$ cat config.mk
export PLATFORM = sky130hd
export DESIGN_NAME = ssp_rx_path_flat
export DESIGN_NICKNAME = d
export VERILOG_FILES = /design/src/rtl/ssp_rx_path_if.sv /design/src/rtl/ssp_rx_path.sv /design/src/flat_wrapper.sv
export SDC_FILE = /design/constraint.sdc
export NUM_CORES = 1
export LEC_CHECK = 0
export ABC_AREA = 0
export CAP_MARGIN = 10
export CORE_MARGIN = 3
export CORE_UTILIZATION = 45
export DETAILED_ROUTE_END_ITERATION = 12
export HOLD_SLACK_MARGIN = 0.15
export SETUP_SLACK_MARGIN = 0.2
export SLEW_MARGIN = 20
export SYNTH_ARGS = -nofsm -noshare
export SYNTH_HDL_FRONTEND = slang
export SYNTH_SLANG_ARGS = --single-unit
$ cat constraint.sdc
create_clock -name PCLK -period 2.9 [get_ports PCLK]
set_input_delay 0.725 -clock PCLK [delete_from_list [all_inputs] [get_ports PCLK]]
set_output_delay 0.725 -clock PCLK [all_outputs]
set_load 0.01 [all_outputs]
$ cat src/rtl/ssp_rx_path_if.sv
// rtl/ssp_rx_path_if.sv - host read bus, serial receive pins and interrupt for ssp_rx_path
interface ssp_rx_path_if #(
  parameter int WIDTH = 8
);
  logic             PSEL;
  logic             PWRITE;
  logic [WIDTH-1:0] PRDATA;
  logic             SSPCLKIN;
  logic             SSPFSSIN;
  logic             SSPRXD;
  logic             SSPRXINTR;

  modport master (
    output PSEL, PWRITE, SSPCLKIN, SSPFSSIN, SSPRXD,
    input  PRDATA, SSPRXINTR
  );

  modport slave (
    input  PSEL, PWRITE, SSPCLKIN, SSPFSSIN, SSPRXD,
    output PRDATA, SSPRXINTR
  );
endinterface

$ cat src/rtl/ssp_rx_path.sv
// rtl/ssp_rx_path.sv - SSP receive deserializer and read FIFO
// SSP_RX_OVERWRITE_EN: a push into a full FIFO replaces the oldest word instead of being dropped.
module ssp_rx_path #(
  parameter int WIDTH = 8,
  parameter int DEPTH = 4
) (
  input  logic         PCLK,
  input  logic         CLEAR_B,
  ssp_rx_path_if.slave bus
);
  localparam int AW = $clog2(DEPTH);
  localparam int CW = $clog2(DEPTH + 1);
  localparam int BW = (WIDTH > 1) ? $clog2(WIDTH) : 1;

  typedef enum logic {IDLE, SHIFT} state_t;

  state_t           r_state;
  logic [BW-1:0]    r_bit;
  logic [WIDTH-1:0] r_shift;
  logic             r_sclk_q;
  logic [WIDTH-1:0] r_mem [DEPTH];
  logic [AW-1:0]    r_rd_ptr;
  logic [AW-1:0]    r_wr_ptr;
  logic [CW-1:0]    r_count;

  logic             w_fe;
  logic             w_last;
  logic             w_push;
  logic             w_pop;
  logic             w_full;
  logic             w_wr;
  logic             w_drop;
  logic [WIDTH-1:0] w_word;

  // SSPCLKIN is only sampled; its falling edge is a PCLK-domain strobe.
  assign w_fe   = r_sclk_q & ~bus.SSPCLKIN;
  assign w_last = (r_bit == BW'(WIDTH - 1));
  assign w_push = w_fe && (r_state == SHIFT) && w_last;
  assign w_word = {r_shift[WIDTH-2:0], bus.SSPRXD};

  always_ff @(posedge PCLK or negedge CLEAR_B) begin
    if (!CLEAR_B) begin
      r_state  <= IDLE;
      r_bit    <= '0;
      r_shift  <= '0;
      r_sclk_q <= 1'b0;
    end else begin
      r_sclk_q <= bus.SSPCLKIN;
      if (w_fe) begin
        case (r_state)
          IDLE: begin
            if (bus.SSPFSSIN) begin
              r_state <= SHIFT;
              r_bit   <= '0;
            end
          end
          SHIFT: begin
            if (w_last) begin
              r_shift <= w_word;
              r_bit   <= '0;
              r_state <= bus.SSPFSSIN ? SHIFT : IDLE;
            end else if (bus.SSPFSSIN) begin
              r_bit <= '0;
            end else begin
              r_shift <= w_word;
              r_bit   <= r_bit + BW'(1);
            end
          end
          default: r_state <= IDLE;
        endcase
      end
    end
  end

  assign w_full = (r_count == CW'(DEPTH));
  assign w_pop  = bus.PSEL && !bus.PWRITE && (r_count != '0);

`ifdef SSP_RX_OVERWRITE_EN
  assign w_wr   = w_push;
  assign w_drop = w_push && w_full && !w_pop;
`else
  assign w_wr   = w_push && (!w_full || w_pop);
  assign w_drop = 1'b0;
`endif

  always_ff @(posedge PCLK) begin
    if (w_wr) begin
      r_mem[r_wr_ptr] <= w_word;
    end
  end

  // A dropped oldest entry advances the read pointer exactly like a pop.
  always_ff @(posedge PCLK or negedge CLEAR_B) begin
    if (!CLEAR_B) begin
      r_rd_ptr <= '0;
      r_wr_ptr <= '0;
      r_count  <= '0;
    end else begin
      if (w_wr) begin
        r_wr_ptr <= r_wr_ptr + AW'(1);
      end
      if (w_pop || w_drop) begin
        r_rd_ptr <= r_rd_ptr + AW'(1);
      end
      if (w_wr && !w_pop && !w_drop) begin
        r_count <= r_count + CW'(1);
      end else if (w_pop && !w_wr) begin
        r_count <= r_count - CW'(1);
      end
    end
  end

  assign bus.PRDATA    = (r_count != '0) ? r_mem[r_rd_ptr] : '0;
  assign bus.SSPRXINTR = w_full;
endmodule
$ cat src/flat_wrapper.sv
// flat-port wrapper written by rule: the top's interface ports become plain ports
module ssp_rx_path_flat 
#(
  parameter int WIDTH = 8,
  parameter int DEPTH = 4
)
  (PCLK, CLEAR_B, bus_PSEL, bus_PWRITE, bus_SSPCLKIN, bus_SSPFSSIN, bus_SSPRXD, bus_PRDATA, bus_SSPRXINTR);
  ssp_rx_path_if #(.WIDTH(WIDTH)) bus_i ();
  input  logic PCLK;
  input  logic CLEAR_B;
  input wire logic [$bits(bus_i.PSEL)-1:0] bus_PSEL;
  input wire logic [$bits(bus_i.PWRITE)-1:0] bus_PWRITE;
  input wire logic [$bits(bus_i.SSPCLKIN)-1:0] bus_SSPCLKIN;
  input wire logic [$bits(bus_i.SSPFSSIN)-1:0] bus_SSPFSSIN;
  input wire logic [$bits(bus_i.SSPRXD)-1:0] bus_SSPRXD;
  output wire logic [$bits(bus_i.PRDATA)-1:0] bus_PRDATA;
  output wire logic [$bits(bus_i.SSPRXINTR)-1:0] bus_SSPRXINTR;
  assign bus_i.PSEL = bus_PSEL;
  assign bus_i.PWRITE = bus_PWRITE;
  assign bus_i.SSPCLKIN = bus_SSPCLKIN;
  assign bus_i.SSPFSSIN = bus_SSPFSSIN;
  assign bus_i.SSPRXD = bus_SSPRXD;
  assign bus_PRDATA = bus_i.PRDATA;
  assign bus_SSPRXINTR = bus_i.SSPRXINTR;
  ssp_rx_path #(.WIDTH(WIDTH), .DEPTH(DEPTH)) u_core (.PCLK(PCLK), .CLEAR_B(CLEAR_B), .bus(bus_i));
endmodule
## Word level (Yosys, flattened, before mapping)

Memories as Yosys holds them, arrays and structs flattened.
Cells that the tools add are included.

| word-level totals | value |
|---|---|
| bits in registers | 19 |
| output and inout port bits | 9 |
| bits in writable memories | 32 |
| memories kept | 1 |

Memories:

| name | words | width | read ports | clocked after Yosys merged registers in | wr ports | line | RTL |
|---|---|---|---|---|---|---|---|
| u_core.r_mem | 4 | 8 | 1 | 0 | 1 | ssp_rx_path.sv:21 | `logic [WIDTH-1:0] r_mem [DEPTH];` |

| operators by class | value |
|---|---|
| equal/unequal tests | 4 |
| reduce and logical (&&, ||, !) cells | 16 |
| mux-type cells | 14 |
| bitwise gates (word level) | 3 |
| add/sub/neg operators | 5 |

Operators by type and width:

| kind | number |
|---|---|
| $mux 3 | 5 |
| $mux 7 | 2 |
| $mux 8 | 1 |
| $logic_and 1x1->1 | 7 |
| $add 3x1->3 const B | 2 |
| $eq 3x3->1 const B | 2 |
| $pmux 3 s2 | 1 |
| $add 2x1->2 const B | 2 |
| $logic_not 1->1 | 4 |
| $mux 1 | 4 |
| $reduce_and 3->1 | 1 |
| $reduce_bool 3->1 | 1 |
| $sub 3x1->3 const B | 1 |
| $ne 2x1->1 const B | 1 |
| $ne 2x2->1 const B | 1 |
| $not 1->1 | 2 |
| $pmux 1 s2 | 1 |
| $reduce_and 2->1 | 1 |
| $reduce_bool 2->1 | 1 |
| $and 1x1->1 | 1 |
| $logic_or 1x1->1 | 1 |

## Logic depth before layout (Yosys ltp)

| depth | value |
|---|---|
| depth after elaboration | 9 |
| mapped depth | 10 |
| mapped depth without buffers | 10 |

## Worst setup path after synthesis

No wires, ideal clock.

| timing | value |
|---|---|
| kind | input-to-reg |
| start point | input bus_PWRITE |
| end point | register u_core.r_count[2] |
| library setup time | 0.079 ns |
| setup slack | 0.437 ns |
| cell stages on the path | 8 |
| arrival | 2.384 ns |
| cell sequence | nand2b_4 > a2111oi_4 > ha_1 > inv_1 > fa_1 > xor2_1 > nor2_1 > xor2_1 |

| between the ends | value |
|---|---|
| cells in the longest elaborated chain, start to end | 8 |

RTL lines:

| what | line | RTL |
|---|---|---|
| start: declaration | flat_wrapper.sv:12 | `input wire logic [$bits(bus_i.PWRITE)-1:0] bus_PWRITE;` |
| $logic_not 1->1 * | ssp_rx_path.sv:76 | `assign w_pop = bus.PSEL && !bus.PWRITE && (r_count != '0);` |
| $logic_and 1x1->1 * (2 in a row) | ssp_rx_path.sv:76 |  |
| $logic_or 1x1->1 * | ssp_rx_path.sv:82 | `assign w_wr = w_push && (!w_full \|\| w_pop);` |
| $logic_and 1x1->1 * | ssp_rx_path.sv:82 |  |
| via u_core.w_wr | ssp_rx_path.sv:31 | `logic w_wr;` |
| $logic_not 1->1 | ssp_rx_path.sv:107 | `end else if (w_pop && !w_wr) begin` |
| $logic_and 1x1->1 | ssp_rx_path.sv:107 |  |
| $reduce_bool 2->1 (no source line) | n/a |  |
| end signal: assignment | ssp_rx_path.sv:106 | `r_count <= r_count + CW'(1);` |
| end signal: assignment | ssp_rx_path.sv:108 | `r_count <= r_count - CW'(1);` |
| end: declaration | ssp_rx_path.sv:24 | `logic [CW-1:0] r_count;` |

The timed path passes the listed nets; every way through them passes the cells marked *.
A chain may end at the register's enable or synchronous reset.

## Final worst setup path

| timing | value |
|---|---|
| start point | register u_core.r_rd_ptr[0] |
| end point | output bus_PRDATA[7] |

| between the ends | value |
|---|---|
| cells in the longest elaborated chain, start to end | 2 |

RTL lines:

| what | line | RTL |
|---|---|---|
| start: declaration | ssp_rx_path.sv:22 | `logic [AW-1:0] r_rd_ptr;` |
| start signal: assignment | ssp_rx_path.sv:103 | `r_rd_ptr <= r_rd_ptr + AW'(1);` |
| $mem_v2 4x8 | n/a |  |
| $mux 8 | ssp_rx_path.sv:113 | `assign bus.PRDATA = (r_count != '0) ? r_mem[r_rd_ptr] : '0;` |
| end: declaration | flat_wrapper.sv:16 | `output wire logic [$bits(bus_i.PRDATA)-1:0] bus_PRDATA;` |

No other way between the ends.

==> qor.yml <==
cts_sinks: 51
cts-root-buf: "clkbuf_8"
antenna_found_initial: 0
worstSkewPairLatency_ps: 300
slew_viol_final: 0
cpMaxStageDelayCell: "mux4_2"
slew-limit-headroom_pct: 69.74
grt_pass1_wl_mm: 5.147
post-route-util_pct: 57.26
syn_inst: 123
setup.worst_path.start_class: "flip-flop"
synth.avg_cell_area_um2: 17.77
rsz0062_at_grt: "yes"
placed_cell_area_mm2: 0.002461
power_density_mw_per_mm2: 796.3
drtIter0Drc: 27
drive_gt1_share_pct: 28.57
grt_pass1_vias: 1062
hold_path_class: "reg2reg"
first_pass_iters: 4
finalSetupViolations: 0
clock_path_buffers: 2
irDropWorstVdd_mv: 0.3245
r2r_setup_slack_ps: 700
p_leak_nw: 1.047
r2r_start: "u_core.r_bit[0]"
finalCritPeriodShare_pct: 91.84
io_buffers: 15
dpl.hpwl_mm: 2.270
critical_path_arrival_ps: 1940
min_period_ps: 2663
vias: 1084
outcome: "completed"
fmax_mhz: 375.5
crit_chain: "buf_6, mux4_2, and2b_1, clkdlybuf4s50_1"
wl_mm: 3.264
grt_max_degree: 20
numCtsBuffers: 5
fin_skew_ps: 10.51
wl_per_cell_um: 14.90
num_io_pins: 16
cts_tree: "yes"
cts.clk_slew.worst_paths_ps: 90
endpoint_kind: "primary output"
grt-ovfl-total: 0
synth_area_mm2: 0.002186
maxCapViolations: 0
finalHoldViolCount: 0
place_ws_ps: 20.92
cp_slowest_stage_delay_ps: 480
fin_area_mm2: 0.002596
critPathKind: "reg2out"
fin_ws_ps: 236.6
gp_congestion: 0.6925
critical_path_required_ps: 2170
hp-start: "u_core.r_bit[0]"
ys_seq_area_share_pct: 65.71
die_area_mm2: 0.005730
ant_nets: 0
fin_setup_tns_ps: 0
final_common_cell: "edfxtp_1"
nNetsFinal: 168
gr-usage-all-layers_pct: 12.78
antenna_cells: 0
ys_ff_latch: 51
ys_warn_count: 0
startpoint: "u_core.r_rd_ptr[0]"
rows: 24
chipHeight_um: 75.70
ys_types: 31
syn_nets: 138
via_per_inst: 4.950
p_total_mw: 2.067
htreeDepth: 2
die-width_um: 75.70
worstMarginPinSlew_ps: 452.5
area_growth_pct: 18.78
final_cell_mix: "edfxtp_1, dfrtp_1"
start_util_pct: 48.21
remaining_drc_errors: 0
path_max_fanout: 4
core_area_mm2: 0.004534
[where the power goes]
part / total [mW] / switching [mW] / leakage (nW) / internal [mW]
sequential: 1.04 / 0.133 / 0.520 / 0.906
combinational: 0.622 / 0.217 / 0.478 / 0.404
clock: 0.407 / 0.232 / 0.0489 / 0.175
total: 2.07 / 0.583 / 1.05 / 1.48
[cell families after synthesis]
group,synth area share [%]
flops,65.71
simple gates,8.586
mux,13.05
compound gates,4.064
fa+ha+maj,4.923
buf+inv,1.259
xor+xnor,2.405
[layout make-up]
type                    count  area, µm²
well taps                  65      81.33
repair buffers             25      246.5
fillers                   349       1938
inverters                   5      18.77
flip-flops and latches     51       1436
clock inverters             3      22.52
multi-input cells          65      721.9
clock buffers               5      68.82
[sequential cells by signal, summed over array words and instances, names as in the netlist]
signal,count
u_core.r_rd_ptr,2
u_core.r_wr_ptr,2
u_core.r_state,1
u_core.r_bit,3
u_core.r_sclk_q,1
u_core.r_count,3
u_core.r_shift,7
u_core.r_mem,32
[Yosys cell counts (all sizes together)]
master | instances | share of area, %
inv | 5 | 0.86
and2 | 4 | 1.3
mux2 | 9 | 4.8
nor2b | 2 | 0.57
nor3 | 1 | 0.23
nand3 | 1 | 0.23
nand2b | 4 | 1.8
nand2 | 1 | 0.17
a22o | 1 | 0.40
nor3b | 2 | 1.2
dfrtp | 19 | 22
ha | 7 | 4.0
fa | 1 | 0.92
edfxtp | 32 | 44
clkbuf | 1 | 0.17
o21ai | 5 | 1.1
nor2 | 2 | 0.34
xnor2 | 3 | 1.2
a2111oi | 1 | 1.3
a211oi | 1 | 0.92
o31ai | 1 | 0.34
and2b | 7 | 2.5
buf | 1 | 0.23
or2 | 1 | 0.29
xor2 | 3 | 1.2
mux4 | 8 | 8.2
[layer usage]
metal  vias to the layer above  GRT usage (%)  wire length, µm
li1                        516              -                -
met1                       547          17.27             1472
met2                        19          19.94             1613
met3                         2          3.166              154
met4                         0          5.243               23
met5                         -              0                0
[worst max-delay path: cells and delay by family (launching register included)]
kind	cells	cell delay, ps
buf+inv	2	610
mux	1	480
flops	1	390
simple gates	1	170
[path summary, 6_finish.rpt]
kind / end / cells past startpoint
setup reg to reg: u_core.r_count[2] / 10
hold reg to reg: u_core.r_bit[0] / 1
min in group asynchronous: u_core.r_shift[5] / 2
hold / removal: u_core.r_bit[0] / 1
setup / recovery: bus_PRDATA[7] / 4
max in group asynchronous: u_core.r_rd_ptr[1] / 2
[repair_timing]
item	in CTS	in global routing
hold buffers	0	0
resized for setup	2	7
setup endpoints to repair	3	7
gates cloned	0	0
setup buffers	0	3
[through the flow]
| step | hold slack, ps | std cells |
|---|---|---|
| 4_1_cts | 509.9 | 216 |
| 3_3_place_gp | 484.5 | 208 |
| 5_1_grt | 538.8 | 219 |
| 3_5_place_dp | 494.6 | 208 |
| 6_report | 510.2 | 219 |
| 2_1_floorplan | 429.4 | 123 |
Power figures use the tool's default switching activity.
